## src/rtl/step_ramp_ctrl.sv

```systemverilog
// Step/ramp move sequencer feeding pul_generate: trapezoidal period profile with abort.
// Optional STEP_POS_CNT_EN adds a signed position counter with pos_clr.
module step_ramp_ctrl #(
    parameter int CNT_W = 32,
    parameter int PER_W = 16
) (
    input  logic             clk,
    input  logic             rst,
    input  logic             cmd_valid,
    output logic             cmd_ready,
    input  logic [CNT_W-1:0] cmd_steps,
    input  logic             cmd_dir,
    input  logic [PER_W-1:0] cmd_per_start,
    input  logic [PER_W-1:0] cmd_per_min,
    input  logic [PER_W-1:0] cmd_per_dec,
    input  logic             abort,
    output logic             pg_start,
    output logic [31:0]      pg_pul_data,
    input  logic             pg_done,
    output logic             dir_out,
    output logic             busy,
    output logic [CNT_W-1:0] steps_left,
    output logic             move_done,
`ifdef STEP_POS_CNT_EN
    input  logic             pos_clr,
    output logic signed [31:0] position,
`endif
    output logic             aborted
);

    typedef enum logic [2:0] {
        IDLE, ACCEL, CRUISE, DECEL, STOP
    } state_t;

    state_t state;
    logic [PER_W-1:0] cur_per, pmin_q, pst_q, dec_q;
    logic [CNT_W-1:0] remaining, rc;

    logic [PER_W-1:0] acc_pmin, acc_pst;
    logic             done_ok;
    logic [CNT_W-1:0] rem_dn, rc_inc, rc_dn;
    logic [PER_W:0]   acc_diff, cru_up, dec_up, abt_up;
    logic             acc_floor;
    logic [PER_W-1:0] cru_per, dec_per, abt_per;

    state_t           u_state, n_state;
    logic [CNT_W-1:0] u_rem, u_rc, n_rem, n_rc;
    logic [PER_W-1:0] u_per, n_per;
    logic             abt;

    assign cmd_ready   = (state == IDLE);
    assign busy        = (state != IDLE);
    assign steps_left  = remaining;
    assign pg_pul_data = 32'(cur_per);

    // Clamp the command so the generator never sees a period below 2.
    always_comb begin
        acc_pmin = (cmd_per_min < PER_W'(2)) ? PER_W'(2) : cmd_per_min;
        acc_pst  = (cmd_per_start < acc_pmin) ? acc_pmin : cmd_per_start;
    end

    always_comb begin
        done_ok   = pg_done && (state == ACCEL || state == CRUISE
                                || state == DECEL);
        rem_dn    = (remaining == '0) ? '0 : remaining - 1'b1;
        rc_inc    = rc + 1'b1;
        rc_dn     = (rc == '0) ? '0 : rc - 1'b1;
        acc_diff  = {1'b0, cur_per} - {1'b0, dec_q};
        acc_floor = acc_diff[PER_W] || (acc_diff[PER_W-1:0] <= pmin_q);
        cru_up    = {1'b0, pmin_q} + {1'b0, dec_q};
        dec_up    = {1'b0, cur_per} + {1'b0, dec_q};
        cru_per   = (cru_up > {1'b0, pst_q}) ? pst_q : cru_up[PER_W-1:0];
        dec_per   = (dec_up > {1'b0, pst_q}) ? pst_q : dec_up[PER_W-1:0];
    end

    // Step update first; abort is then judged against the updated values.
    always_comb begin
        u_state = state;
        u_rem   = remaining;
        u_rc    = rc;
        u_per   = cur_per;
        if (done_ok) begin
            u_rem = rem_dn;
            case (state)
                ACCEL: begin
                    u_rc = rc_inc;
                    if (rem_dn <= rc_inc) begin
                        u_state = DECEL;
                    end else if (acc_floor) begin
                        u_per   = pmin_q;
                        u_state = CRUISE;
                    end else begin
                        u_per = acc_diff[PER_W-1:0];
                    end
                end
                CRUISE: begin
                    if (rem_dn <= rc) begin
                        u_state = DECEL;
                        u_per   = cru_per;
                        u_rc    = rc_dn;
                    end
                end
                DECEL: begin
                    u_per = dec_per;
                    u_rc  = rc_dn;
                end
                default: ;
            endcase
            if (rem_dn == '0)
                u_state = STOP;
        end
    end

    always_comb begin
        abt_up  = {1'b0, u_per} + {1'b0, dec_q};
        abt_per = (abt_up > {1'b0, pst_q}) ? pst_q : abt_up[PER_W-1:0];
        n_state = u_state;
        n_rem   = u_rem;
        n_rc    = u_rc;
        n_per   = u_per;
        abt     = 1'b0;
        if (abort && (u_state == ACCEL || u_state == CRUISE)
            && (u_rc < u_rem)) begin
            abt   = 1'b1;
            n_rem = u_rc;
            if (u_rc == '0) begin
                n_state = STOP;
            end else begin
                n_state = DECEL;
                // Period may only move on a step boundary.
                if (done_ok) begin
                    n_per = abt_per;
                    n_rc  = u_rc - 1'b1;
                end
            end
        end
    end

    always_ff @(posedge clk or posedge rst) begin
        if (rst) begin
            state     <= IDLE;
            cur_per   <= '0;
            pmin_q    <= '0;
            pst_q     <= '0;
            dec_q     <= '0;
            remaining <= '0;
            rc        <= '0;
            pg_start  <= 1'b0;
            dir_out   <= 1'b0;
            move_done <= 1'b0;
            aborted   <= 1'b0;
        end else begin
            move_done <= 1'b0;
            case (state)
                IDLE: begin
                    if (cmd_valid) begin
                        pmin_q    <= acc_pmin;
                        pst_q     <= acc_pst;
                        dec_q     <= cmd_per_dec;
                        cur_per   <= acc_pst;
                        remaining <= cmd_steps;
                        rc        <= '0;
                        dir_out   <= cmd_dir;
                        aborted   <= 1'b0;
                        pg_start  <= (cmd_steps != '0);
                        if (cmd_steps == '0)
                            state <= STOP;
                        else if (acc_pst > acc_pmin)
                            state <= ACCEL;
                        else
                            state <= CRUISE;
                    end
                end
                STOP: begin
                    pg_start  <= 1'b0;
                    state     <= IDLE;
                    move_done <= 1'b1;
                end
                default: begin
                    state     <= n_state;
                    remaining <= n_rem;
                    rc        <= n_rc;
                    cur_per   <= n_per;
                    if (abt)
                        aborted <= 1'b1;
                    if (n_state == STOP)
                        pg_start <= 1'b0;
                end
            endcase
        end
    end

`ifdef STEP_POS_CNT_EN
    always_ff @(posedge clk or posedge rst) begin
        if (rst)
            position <= '0;
        else if (pos_clr)
            position <= '0;
        else if (done_ok)
            position <= dir_out ? position + 32'sd1 : position - 32'sd1;
    end
`endif

endmodule
```

## config.mk

```make
export PLATFORM = sky130hd
export DESIGN_NAME = step_ramp_ctrl
export DESIGN_NICKNAME = d
export VERILOG_FILES = /design/src/rtl/step_ramp_ctrl.sv
export SDC_FILE = /design/constraint.sdc
export NUM_CORES = 1
export LEC_CHECK = 0
export CAP_MARGIN = 10
export CORE_MARGIN = 8
export CORE_UTILIZATION = 59
export DETAILED_ROUTE_END_ITERATION = 6
export PLACE_DENSITY = 0.77
export SLEW_MARGIN = 10
export SYNTH_ARGS = -nofsm -noshare
export SYNTH_HDL_FRONTEND = slang
export SYNTH_SLANG_ARGS = --single-unit
```

## constraint.sdc

```tcl
create_clock -name clk -period 11.7 [get_ports clk]
set_clock_uncertainty 0.2 [all_clocks]
set_input_delay 1.755 -clock clk [delete_from_list [all_inputs] [get_ports clk]]
set_output_delay 1.755 -clock clk [all_outputs]
set_load 0.05 [all_outputs]
```

==> results of run 1 <==
## synth_stat cells (26+ instances only)
library cell	number
o21a_1	26
a21o_1	38
nor4_1	48
o211ai_1	37
nor2b_1	29
o21ai_0	221
nor2_1	239
xnor2_1	101
a31oi_1	50
nand3_1	63
ha_1	260
o22ai_1	55
nand4_1	58
dfrtp_1	135
xor2_1	30
nor3_1	85
a21oi_1	170
nand2_1	260
clkbuf_1	118
inv_1	146
mux2i_1	62
## cell type report
type,instances,area (µm²)
timing repair buffer,191,1790
sequential,135,3380
tap,442,553
clock buffer,19,443
inverter,151,572
multi-input combinational,2156,14600
clock inverter,13,250
fill,2783,10600
## logic make-up after synthesis
logic type | share of synthesized area
AND/OR/NAND/NOR | 0.241
AO/OA/AOI/OAI | 0.246
buffers and inverters | 0.0649
adder cells (fa/ha/maj) | 0.174
flip-flops | 0.176
XOR/XNOR | 0.0599
multiplexers | 0.0371
other | 0.000196
## metrics by stage
stage | util | worst slack [ns] | area, µm² | std cells | hold slack [ns]
2_1_floorplan | - | 1.99 | 19200 | 2595 | 0.266
3_3_place_gp | 0.649 | 0.466 | 20900 | 3075 | 0.261
3_5_place_dp | 0.649 | 0.879 | 20900 | 3075 | 0.272
4_1_cts | 0.670 | 0.737 | 21600 | 3107 | 0.281
5_1_grt | 0.670 | 0.0129 | 21600 | 3107 | 0.330
6_report | 0.670 | 0.356 | 21600 | 3107 | 0.284
## state kept, by name, summed over array words and instances (netlist names)
name and cells:
aborted 1, cur_per 16, dec_q 16, dir_out 1, move_done 1, pg_start 1
pmin_q 16, pst_q 16, rc 32, state 3, steps_left 32
## layer usage
layer  wire [µm]  vias to the layer above  GRT usage
li1            -                     9588          -
met1       28200                    10200      0.454
met2       38000                     1452      0.693
met3        8000                      479     0.0932
met4        8190                        0      0.353
met5           0                        -          0
## worst max-delay path by stage
stage                                          to              startpoint  depth (start not counted)  slack (ns)
after global placement    cur_per[15]$_DFFE_PP0P_    dec_q[7]$_DFFE_PP0P_                         42        0.47
after detailed placement  cur_per[15]$_DFFE_PP0P_    dec_q[7]$_DFFE_PP0P_                         42        0.88
after floorplan            cur_per[5]$_DFFE_PP0P_  cur_per[7]$_DFFE_PP0P_                         46        1.99
after CTS                 cur_per[15]$_DFFE_PP0P_    dec_q[7]$_DFFE_PP0P_                         42        0.74
final                     cur_per[15]$_DFFE_PP0P_    dec_q[7]$_DFFE_PP0P_                         42        0.36
after global routing      cur_per[15]$_DFFE_PP0P_    dec_q[7]$_DFFE_PP0P_                         42        0.01
## worst min-delay path, cell delays in order, from the launching register on
cell and delay, ns:
dfrtp_1 0.35, nand2_1 0.05, nand2_1 0.06
## cells in the final DEF, fill, tap and decap left out, types with 19 or more instances in the layout
master and instances:
a21o_1 38, a21oi_1 170, a31oi_1 50, buf_4 51, clkdlybuf4s50_1 139, dfrtp_1 135
ha_1 260, inv_1 145, mux2i_1 62, nand2_1 258, nand2b_1 19, nand3_1 63
nand4_1 58, nor2_1 237, nor2b_1 29, nor3_1 82, nor4_1 48, o211ai_1 37
o21a_1 26, o21ai_0 221, o22ai_1 55, or3_1 20, xnor2_1 101, xor2_1 30
==> metrics.yaml, run 1 <==
period_minus_slack_ns: 11.34
fmax_ghz: 0.0881
worstSetupPathType: "flip-flop to flip-flop"
antenna_found_initial: 1
hold_path_startpoint: "dir_out$_DFFE_PP0P_"
r2r-start: "dec_q[7]$_DFFE_PP0P_"
cp_slowest_stage_delay_ns: 0.92
fin_crit_sh: 0.970
nets: 3002
synth.distinct_cells: 101
hold_viol: 0
drc: 30
drt-initial-drc-count: 2662
slew_viol_final: 0
cp_common_cell: "a21oi_1"
r2r_cells: 42
design.die.area_um2: 38500
critPathLaunchType: "flip-flop"
worst_slew_pin_slew_ns: 1.13
synth_top_area_frac: 0.176
insertedDiodeCount: 0
grt_pass1_vias: 21200
ys_seq_area_frac: 0.176
clkSinkCount: 135
cts.path.max_buffers: 2
dr.pass1.iters: 7
violations: "DRC"
worst_hold_path.endpoint: "dir_out$_DFFE_PP0P_"
critical-path-top-delay-family: "compound AO/OA/AOI/OAI gates"
numCtsBuffers: 17
post-cts-setup-buffers: 0
start_util: 0.593
reg2reg_to: "cur_per[15]$_DFFE_PP0P_"
overflow: 0
yosysWarnings: 0
relSlewSlack: 0.236
area_growth_syn_to_layout_pct: 12.9
hpwlAfterDp_um: 63400
synthFlopType: "dfrtp_1"
drv_cap: 0
tns_ns: 0
synth_area_per_cell_um2: 7.43
clock_latency_ns: 0.47
syn-instance-count: 2580
crit_path_end_kind: "flip-flop"
syn-cell-area_um2: 19200
hold_depth: 2
cts_tree: "done"
synth.area.top_cells: "dfrtp_1, ha_1, o21ai_0"
grt_max_degree: 89
setup_violations: 0
io_buffers: 139
rsz0062_at_grt: "no"
row_count: 66
min_path_type: "flip-flop to flip-flop"
cts-htree-levels: 4
r2r_slack_ns: 0.36
wirelength_um: 82400
die_w_um: 196
cp.arrival_ns: 11.49
critical-path-slowest-cell: "a2111oi_1"
ctsHoldBuffers: 0
crit_buf_inv: 3
ant_nets: 0
ios: 156
vias: 21700
cts_resized: 0
yosys.area.top_type: "dfrtp_1"
grt_pass1_wl_um: 125000
outcome: "complete, but fails checks"
drive_above_1_share: 0.0567
die_y_um: 196
core-area_um2: 32300
via_per_inst: 6.97
gp_congestion: 1.09
cts-root-buf: "clkbuf_16"
synthArstFlopShare: 1.00
cp_max_fo: 30
grt_use_total: 0.419
clk_pin_slew_worst_paths_ns: 0.07
synth_seq_cells: 135
avgRoutedWirePerCell_um: 26.5
synth_edf_count: 0
crit_required_ns: 11.84
Power of run 1 is left out: the tool's default activity adds up to more than one toggle a clock period on the data nets, which glitch-free logic cannot reach.
==> inputs of run 2 (changes only) <==
--- a/config.mk
+++ b/config.mk
@@ -5,7 +5,7 @@
 export SDC_FILE = /design/constraint.sdc
 export NUM_CORES = 1
 export LEC_CHECK = 0
-export CAP_MARGIN = 10
+export CAP_MARGIN = 20
 export CORE_MARGIN = 8
 export CORE_UTILIZATION = 59
 export DETAILED_ROUTE_END_ITERATION = 6
==> results of run 2 <==
Final layout, timing and power as in run 1 (identical DEF).
Power of run 2 is left out for the same reason.
==> inputs of run 3 (changes only) <==
--- a/config.mk
+++ b/config.mk
@@ -7,9 +7,9 @@
 export LEC_CHECK = 0
 export CAP_MARGIN = 20
 export CORE_MARGIN = 8
-export CORE_UTILIZATION = 59
+export CORE_UTILIZATION = 30
 export DETAILED_ROUTE_END_ITERATION = 6
-export PLACE_DENSITY = 0.77
+export PLACE_DENSITY = 0.43
 export SLEW_MARGIN = 10
 export SYNTH_ARGS = -nofsm -noshare
 export SYNTH_HDL_FRONTEND = slang
==> metrics.yaml, run 3 (synthesized netlist as in run 1, its figures left out) <==
period_minus_slack_ns: 10.91
dr.pass1.iters: 5
grt_max_degree: 89
critical-path-top-delay-family: "compound AO/OA/AOI/OAI gates"
grt_use_total: 0.253
cts_tree: "done"
fmax_ghz: 0.0917
die_w_um: 269
post-cts-setup-buffers: 0
cts-htree-levels: 4
setup_violations: 0
final_cell_mix: "ha_1, nand2_1, nor2_1"
ios: 156
layout_commonest_cell: "ha_1"
worstSetupPathType: "flip-flop to flip-flop"
final_cells: 3520
grt_pass1_vias: 20300
crit_buf_inv: 4
row_count: 92
dp_cells: 3488
cp_common_cell: "a21oi_1"
core-area_um2: 63100
numCtsBuffers: 17
relSlewSlack: 0.236
antenna_found_initial: 0
fin_crit_sh: 0.932
slew_viol_final: 0
critPathLaunchType: "flip-flop"
clock_latency_ns: 0.51
ant_nets: 0
crit_path_end_kind: "flip-flop"
min_path_type: "flip-flop to flip-flop"
cp_max_fo: 25
avgRoutedWirePerCell_um: 26.5
hold_viol: 0
io_buffers: 139
start_util: 0.304
multiInputGateArea_um2: 14700
clk_pin_slew_worst_paths_ns: 0.07
seq_area_um2: 3380
drt-initial-drc-count: 1806
grt_pass1_wl_um: 136000
fillerInstances: 6847
critical-path-slowest-cell: "dfrtp_1"
wirelength_um: 93200
worst_slew_pin_slew_ns: 1.14
outcome: "completed"
hpwlAfterDp_um: 73600
overflow: 0
drv_cap: 0
drc: 0
drive_above_1_share: 0.0595
rsz0062_at_grt: "no"
design.die.area_um2: 72200
area_growth_syn_to_layout_pct: 15.6
cp.arrival_ns: 11.12
clkSinkCount: 135
nets: 3011
cp_slowest_stage_delay_ns: 0.52
die_y_um: 269
crit_required_ns: 11.91
via_per_inst: 5.82
vias: 20500
gp_congestion: 0.973
cts-root-buf: "clkbuf_16"
ctsHoldBuffers: 0
cts.path.max_buffers: 2
run 3: final cells by class:
type                            count  share of cell area
Sequential cell                   135               0.152
Clock inverter                     12             0.00904
Clock buffer                       19              0.0200
Timing Repair Buffer              200              0.0834
Inverter                          151              0.0258
Multi-Input combinational cell   2156               0.661
Tap cell                          846              0.0478
Antenna cell                        1            0.000113
run 3: routing by layer:
| metal | vias up | share of wire | GRT usage |
|---|---|---|---|
| met1 | 9919 | 0.40 | 0.295 |
| met5 | - | 0 | 0 |
| li1 | 9598 | - | - |
| met4 | 0 | 0.062 | 0.143 |
| met2 | 773 | 0.50 | 0.444 |
| met3 | 200 | 0.046 | 0.0312 |
run 3: per-stage QoR:
| stage | cell area, µm² | TNS, ns | hold WS [ns] | setup slack, ns | util |
|---|---|---|---|---|---|
| after floorplan | 19200 | 0 | 0.266 | 1.99 | - |
| after global placement | 21500 | -5.35 | 0.263 | -0.423 | 0.341 |
| after detailed placement | 21500 | 0 | 0.271 | 0.843 | 0.341 |
| after CTS | 22100 | 0 | 0.287 | 0.737 | 0.351 |
| after global routing | 22200 | 0 | 0.342 | 0.0702 | 0.351 |
| final | 22200 | 0 | 0.284 | 0.794 | 0.351 |
run 3: tightest hold or removal path, delay by kind of cell, from the launching register on:
family           cells  cell delay [ns]
DFF                  1             0.34
and+or+nand+nor      2             0.11
run 3: what timing repair did:
| action | in CTS | in global routing |
|---|---|---|
| resized for setup | 0 | 1 |
| endpoints found under the setup margin | 0 | 6 |
| hold endpoints to repair | 0 | 0 |
run 3: path summary, 6_finish.rpt:
check                                          start                    endpoint  slack (ns)  cells after the start
max in group asynchronous                        rst  steps_left[17]$_DFFE_PP0P_        7.92                      4
worst max-delay path            dec_q[2]$_DFFE_PP0P_      cur_per[5]$_DFFE_PP0P_        0.79                     47
worst max register to register  dec_q[2]$_DFFE_PP0P_      cur_per[5]$_DFFE_PP0P_        0.79                     47
worst min-delay path             dir_out$_DFFE_PP0P_         dir_out$_DFFE_PP0P_        0.28                      2
min in group asynchronous                        rst          rc[17]$_DFFE_PP0P_        1.41                      2
worst min register to register   dir_out$_DFFE_PP0P_         dir_out$_DFFE_PP0P_        0.28                      2
Power of run 3 is left out for the same reason.
